--- src/rtl/mem_port_arbiter.sv ---
// Arbiter that lets the IFU and the LSU share one memory port. Only one transaction
// is in flight at a time, and each one ends with a single response pulse to its owner.
module mem_port_arbiter #(
    parameter int ADDR_W = 64,
    parameter int DATA_W = 64
) (
    input  logic                  clock,
    input  logic                  reset,
    input  logic                  if_req,
    input  logic [ADDR_W-1:0]     if_addr,
    output logic                  if_ready,
    input  logic                  if_cancel,
    output logic                  if_rvalid,
    output logic [DATA_W-1:0]     if_rdata,
    input  logic                  ls_req,
    input  logic                  ls_wen,
    input  logic [ADDR_W-1:0]     ls_addr,
    input  logic [DATA_W-1:0]     ls_wdata,
    input  logic [DATA_W/8-1:0]   ls_wstrb,
    output logic                  ls_ready,
    output logic                  ls_rvalid,
    output logic [DATA_W-1:0]     ls_rdata,
    output logic                  mem_req,
    output logic                  mem_wen,
    output logic [ADDR_W-1:0]     mem_addr,
    output logic [DATA_W-1:0]     mem_wdata,
    output logic [DATA_W/8-1:0]   mem_wstrb,
    input  logic                  mem_ready,
    input  logic                  mem_rvalid,
    input  logic [DATA_W-1:0]     mem_rdata
);

    localparam logic [1:0] IDLE = 2'd0;
    localparam logic [1:0] REQ  = 2'd1;
    localparam logic [1:0] RESP = 2'd2;

    localparam logic OWN_IF = 1'b0;
    localparam logic OWN_LS = 1'b1;

    logic [1:0] state;
    logic       owner;
    logic       last_grant;
    logic       drop;
    logic       grant_if;
    logic       grant_ls;
    logic       drop_now;
    logic       resp_done;

    // On a tie, the requester that did not win the previous grant gets this one.
    always_comb begin
        grant_if = 1'b0;
        grant_ls = 1'b0;
        if (state == IDLE) begin
            if (if_req && ls_req) begin
                grant_ls = (last_grant == OWN_IF);
                grant_if = (last_grant == OWN_LS);
            end else begin
                grant_if = if_req;
                grant_ls = ls_req;
            end
        end
    end

    assign if_ready  = grant_if;
    assign ls_ready  = grant_ls;
    assign mem_req   = (state == REQ);
    assign resp_done = (state == RESP) && mem_rvalid;
    // A cancel that arrives in the same cycle as mem_rvalid still suppresses the response.
    assign drop_now  = drop || (if_cancel && owner == OWN_IF);

    always_ff @(posedge clock or negedge reset) begin
        if (!reset) begin
            state      <= IDLE;
            owner      <= OWN_IF;
            last_grant <= OWN_IF;
            drop       <= 1'b0;
            mem_wen    <= 1'b0;
            mem_addr   <= '0;
            mem_wdata  <= '0;
            mem_wstrb  <= '0;
        end else begin
            case (state)
                IDLE: begin
                    if (grant_if) begin
                        state      <= REQ;
                        owner      <= OWN_IF;
                        last_grant <= OWN_IF;
                        drop       <= 1'b0;
                        mem_wen    <= 1'b0;
                        mem_addr   <= if_addr;
                        mem_wdata  <= '0;
                        mem_wstrb  <= '0;
                    end else if (grant_ls) begin
                        state      <= REQ;
                        owner      <= OWN_LS;
                        last_grant <= OWN_LS;
                        drop       <= 1'b0;
                        mem_wen    <= ls_wen;
                        mem_addr   <= ls_addr;
                        mem_wdata  <= ls_wdata;
                        mem_wstrb  <= ls_wstrb;
                    end
                end
                REQ: begin
                    if (if_cancel && owner == OWN_IF) drop <= 1'b1;
                    if (mem_ready) state <= RESP;
                end
                RESP: begin
                    if (if_cancel && owner == OWN_IF) drop <= 1'b1;
                    if (mem_rvalid) state <= IDLE;
                end
                default: state <= IDLE;
            endcase
        end
    end

    always_ff @(posedge clock or negedge reset) begin
        if (!reset) begin
            if_rvalid <= 1'b0;
            ls_rvalid <= 1'b0;
            if_rdata  <= '0;
            ls_rdata  <= '0;
        end else begin
            if_rvalid <= resp_done && owner == OWN_IF && !drop_now;
            ls_rvalid <= resp_done && owner == OWN_LS;
            if (resp_done && owner == OWN_IF && !drop_now) if_rdata <= mem_rdata;
            if (resp_done && owner == OWN_LS) ls_rdata <= mem_wen ? '0 : mem_rdata;
        end
    end

endmodule

--- config.mk ---
export PLATFORM = sky130hd
export DESIGN_NAME = mem_port_arbiter
export DESIGN_NICKNAME = d
export VERILOG_FILES = /design/src/rtl/mem_port_arbiter.sv
export SDC_FILE = /design/constraint.sdc
export NUM_CORES = 1
export LEC_CHECK = 0
export CAP_MARGIN = 20
export CELL_PAD_IN_SITES_DETAIL_PLACEMENT = 1
export CELL_PAD_IN_SITES_GLOBAL_PLACEMENT = 2
export CORE_MARGIN = 3
export CORE_UTILIZATION = 25
export CTS_BUF_LIST = sky130_fd_sc_hd__clkbuf_4 sky130_fd_sc_hd__clkbuf_8
export DETAILED_ROUTE_END_ITERATION = 8
export PLACE_DENSITY = 0.85
export SLEW_MARGIN = 15
export SYNTH_ARGS = -nofsm -noshare
export SYNTH_HDL_FRONTEND = slang
export SYNTH_SLANG_ARGS = --single-unit
--- constraint.sdc ---
create_clock -name clock -period 2.5 [get_ports clock]
set_clock_uncertainty 0.2 [all_clocks]
set_input_delay 0.25 -clock clock [delete_from_list [all_inputs] [get_ports clock]]
set_output_delay 0.25 -clock clock [all_outputs]
set_load 0.02 [all_outputs]
* After elaboration in Yosys (flattened, before gate mapping)
Cells that the tools add are included.
** Storage, ports and cells
- Bits in registers :: 271
- Bits of input ports :: 272
- Word-level logic and storage cells :: 57
** Operators by class
- Equal/unequal tests :: 6
- Multiplexer cells :: 24
- Bitwise logic cells :: 1
- Reductions and logical operators :: 15
** Operators by type and width (count)
- $mux 64 :: 5
- $mux 8 :: 2
- $mux 1 :: 11
- $mux 2 :: 4
- $logic_and 1x1->1 :: 6
- $pmux 2 s3 :: 1
- $reduce_and 3->1 :: 2
- $ne 2x1->1 const B :: 2
- $reduce_bool 2->1 :: 2
- $ne 3x3->1 const B :: 1
- $eq 2x1->1 const B :: 1
- $eq 2x2->1 const B :: 1
- $logic_not 2->1 :: 1
- $ne 2x2->1 const B :: 1
- $pmux 1 s2 :: 1
- $reduce_and 2->1 :: 1
- $reduce_or 2->1 :: 1
- $logic_not 1->1 :: 1
- $logic_or 1x1->1 :: 1
- $not 1->1 :: 1

* Depth between registers and ports, before layout
- Depth after elaboration :: 6
- Depth in mapped cells :: 8
- Mapped depth without buffers :: 5

* Least setup slack after synthesis
No wires, ideal clock.
- Path kind :: reg-to-reg
- Start :: register state[0]
- End :: register mem_addr[32]
- Setup time :: 126 ps
- Arrival :: 1559 ps
- Path slack :: 615 ps
- Stages on the path, launching flop included :: 8
- Clock period less this slack :: 1885 ps
- Cells stage by stage :: dfrtp_1 > inv_1 > ha_1 > and2_1 > buf_4 > clkbuf_1 > and3_1 > a221o_1
** On the way
- Cells in the longest elaborated chain, start to end :: 4
- Elaborated cells on any way between the ends :: 6
** RTL lines
- start, declared :: line 40 : logic [1:0] state;
- start signal, assigned :: line 73 : state <= IDLE;
- start signal, assigned :: line 85 : state <= REQ;
- start signal, assigned :: line 94 : state <= REQ;
- $logic_not 2->1 (*) :: line 53, 82
- $mux 1 :: line 53 : if (state == IDLE) begin
- $reduce_bool 2->1 (no line)
- $reduce_and 2->1 (no line)
- end signal, assigned :: line 90 : mem_addr <= if_addr;
- end signal, assigned :: line 99 : mem_addr <= ls_addr;
- end, declared :: line 25 : output logic [ADDR_W-1:0] mem_addr,
Every way passes the cells marked *; elsewhere a longest branch is shown, timed or not.
A chain may end at the register's enable or synchronous reset.

* Final worst setup path
- Start :: register state[0]
- End :: output ls_ready
** On the way
- Cells in the longest elaborated chain, start to end :: 2
** RTL lines
- $logic_not 2->1 :: line 53
- $mux 1 :: line 53
- end, declared :: line 20 : output logic ls_ready,
No other way between the ends.

==> reports/metrics.csv <==
stage,metric,value,unit
clock_network,"Clk pin slew, worst setup/hold paths",0.06,ns
logic_synthesis,syn_nets,1149,
floorplanning,die area,46600,um2
sta,Max Slew Vio Count,0,
power,net switching power,9440,uW
worst_setup_path,Crit path max-delay family,flip-flops,
power,power share of the combinational group,0.504,
global_route,total track usage,0.191,
routing,DRT iter0 DRCs,497,
sta,Relative slew margins,0.549,
clock_network,TritonCTS Buffers,48,
layout,layout cells sized above 1,0.135,
worst_setup_path,Worst Path Buf+Inv,3,
worst_setup_path,Critical-path top delay cell,dfrtp_1,
layout,P&R area growth vs syn,75.0,%
place,RePlAce Congestion,0.829,
layout,nets@finish,1787,
global_route,number of global-route vias before repair,11179,
global_route,met1 Use GR,0.214,
power,Pwr Density,1290,nW/um2
global_route,"Remaining Overflow, GRT",0,
sta,final worst setup slack,0.146,ns
sta,fin crit period,2.35,ns
run_status,run status,"finished, final reports clean",
layout,fillers,4572,
logic_synthesis,register area share after synthesis,0.616,
logic_synthesis,YS warnings,0,
routing,Routed WL,45.5,mm
routing,vias,9764,
floorplanning,Core Box Area,43300,um2
logic_synthesis,post-synthesis cell type count,30,
layout,Seq. cell area,6780,um2
worst_setup_path,crit-path max FO,8,
worst_setup_path,CP Capture Type,output pin,
floorplanning,IO Count,542,
worst_setup_path,most frequent CP cell,buf_12,
worst_setup_path,WP data required,2.05,ns
routing,WL/cell,21.3,um
floorplanning,Std-Cell Rows,76,
logic_synthesis,Syn Area/Cell,12.6,um2
floorplanning,Starting Density,0.254,
routing,DRC,0,
floorplanning,die width,216,um
routing,drt first pass iters,4,
place,Post-Place Setup Slack,0.180,ns
routing,"antenna viol nets, final",0,
logic_synthesis,synthesized area,11000,um2
flow_run,Max Cap Viol,0,
sta,final hold violations,0,
power,peak supply drop,0.000557,V
clock_network,# clock sinks,271,
min_path,HP Class,in -> async,
global_route,initial antenna violation count,4,
logic_synthesis,top post-synthesis cells by area,"dfrtp_1 (62%), mux2_4 (6.7%), a22o_1 (5.8%)",
global_route,most used routing layer,met2,
clock_network,worst-case clock buffer depth,3,
logic_synthesis,area share of the largest cell type after synthesis,0.616,
logic_synthesis,leading area contributor after synthesis,dfrtp_1,
logic_synthesis,Yosys reg bits,271,
sta,slew of the pin with the lowest slew margin,0.676,ns
place,# port buffers,541,
floorplanning,Die Y,216,um
logic_synthesis,Mapped Cells,873,
clock_network,htree depth,2,
power,part of the power in registers,0.311,
power,Switching Share,0.379,
worst_setup_path,Crit Path Category,reg -> out,
worst_setup_path,Worst Path Arrival,1.90,ns
sta,setup violators final,0,
power,internal power,15500,uW
clock_network,clk_lat worst skew,0.59,ns
worst_setup_path,biggest cell delay along the critical path,0.42,ns
sta,RSZ-0062 raised after global routing,false,
worst_setup_path,CP Launch Type,register,
worst_setup_path,R2R depth,7,
routing,Via density,4.58,
layout,area of the multi-input gates,3870,um2
global_route,global routing usage on met2,0.338,
sta,Tcrit/Tclk final,0.941,
global_route,first-pass GRT wire length,69.2,mm
power,Pleak,0.00858,uW
place,DP Wirelength,31.1,mm
global_route,largest net degree at the start of global routing,76,
clock_network,root buf cell,clkbuf_8,
clock_network,CTS tree,done,
sta,Max Freq,425,MHz
power,part of the power in the clock network,0.185,
worst_setup_path,critical-path cell list,inv_2 -> ha_4 -> nand2_1 -> a21oi_4 -> buf_12 -> buf_12,
sta,Fin Setup TNS,0,ns
global_route,met3 GRT Util,0.0565,
worst_setup_path,Crit path depth,6,
==> power by group through the flow <==
stage | Sequential, uW | Combinational, uW | Clock [uW]
global route | 8010 | 13200 | 5020
finish | 7740 | 12500 | 4610
detailed placement | 7700 | 12100 | 0
floorplan | 10000 | 3440 | 0
CTS | 7710 | 12600 | 4800
global placement | 7650 | 11900 | 0
==> final timing paths <==
path                       slack, ns    startpoint       endpoint
min in group clock              0.07  ls_wdata[13]  mem_wdata[13]
max reg2reg                     0.18      state[0]   mem_addr[13]
min reg2reg                     0.28   ls_rdata[5]    ls_rdata[5]
min                             0.05         reset  mem_wdata[51]
max                             0.15      state[0]       ls_ready
max in group asynchronous       1.20         reset   mem_wstrb[2]
==> synth_stat cells, drive strengths merged <==
cell,instances
a211oi,1
a21oi,2
a221o,46
a22o,73
a31oi,19
and2,1
and3,46
buf,38
clkbuf,38
dfrtp,271
ha,4
inv,5
mux2,65
mux2i,1
nand2,67
nand2b,65
nand3,20
nor2,20
nor2b,3
nor3,2
o21a,1
o21ai,84
o32a,1
==> kinds of logic after synthesis <==
kind of cell             share of synthesized area
flip-flops                                   0.616
AO/OA/AOI/OAI                                0.152
buffers and inverters                       0.0375
adder cells (fa/ha/maj)                    0.00455
multiplexers                                0.0841
AND/OR/NAND/NOR                              0.106
==> placed cells by master (no fill, tap or decap), types with 9 or more instances in the layout <==
| cell | Yosys | final |
|---|---|---|
| a31oi_1 | 19 | 19 |
| o21ai_0 | 74 | 74 |
| nand2_1 | 67 | 67 |
| nand2b_1 | 65 | 64 |
| clkbuf_8 | 0 | 60 |
| a221o_1 | 46 | 46 |
| dlygate4sd3_1 | 0 | 76 |
| nand3_1 | 20 | 18 |
| nor2_1 | 20 | 20 |
| mux2_4 | 49 | 49 |
| and3_1 | 46 | 46 |
| clkbuf_4 | 0 | 16 |
| buf_12 | 0 | 16 |
| buf_4 | 4 | 30 |
| clkdlybuf4s50_1 | 0 | 537 |
| a22o_1 | 73 | 73 |
| dfrtp_1 | 271 | 270 |
| mux2_2 | 16 | 16 |
| o21ai_1 | 10 | 9 |
==> metal layers <==
layer	part of all wire	routed length, um
met5	0.00055	25
met4	0.037	1680
met3	0.074	3360
met2	0.51	23000
met1	0.38	17400
==> stage by stage <==
| stage | area, um2 | util | cells | power (uW) | hold WS, ns |
|---|---|---|---|---|---|
| after floorplan | 11000 | - | 873 | 13400 | -0.246 |
| after global placement | 17300 | 0.400 | 1963 | 19600 | 0.102 |
| after detailed placement | 17300 | 0.400 | 1963 | 19800 | 0.104 |
| after CTS | 19200 | 0.445 | 2127 | 25100 | 0.000207 |
| after global routing | 19300 | 0.445 | 2131 | 26300 | 0.0183 |
| final | 19300 | 0.445 | 2131 | 24900 | 0.0456 |
==> cell type report <==
cell class	count	share of cell area
antenna	2	0.000260
clock buffer	76	0.0491
clock inverter	7	0.00636
inverter	5	0.000974
multi-input combinational	521	0.201
sequential	271	0.352
tap	585	0.0380
timing repair buffer	664	0.352
==> what timing repair did <==
| item | CTS | global route |
|---|---|---|
| hold buffers | 76 | 0 |
| endpoints found under the setup margin | 2 | 2 |
| resized for setup | 5 | 1 |
| pin swaps | 0 | 1 |
| hold endpoints to repair | 309 | 0 |
| cloned | 2 | 0 |
| buffers inserted | 3 | 2 |
==> flip-flops by register name (all words and copies together) (netlist names) <==
register and count:
state 2, mem_wen 1, if_rvalid 1, ls_rvalid 1, mem_wdata 64, mem_addr 64, ls_rdata 64, last_grant 1
drop 1, mem_wstrb 8, if_rdata 64
==> worst register-to-register path, cell delays in order (launching register included) <==
cell and delay [ns]:
dfrtp_1 0.42, inv_2 0.11, ha_4 0.19, o21a_1 0.14, buf_4 0.34, nor2_1 0.10
a31oi_1 0.18, dlygate4sd3_1 0.58
No activity file was read; power rests on OpenSTA's default activity.
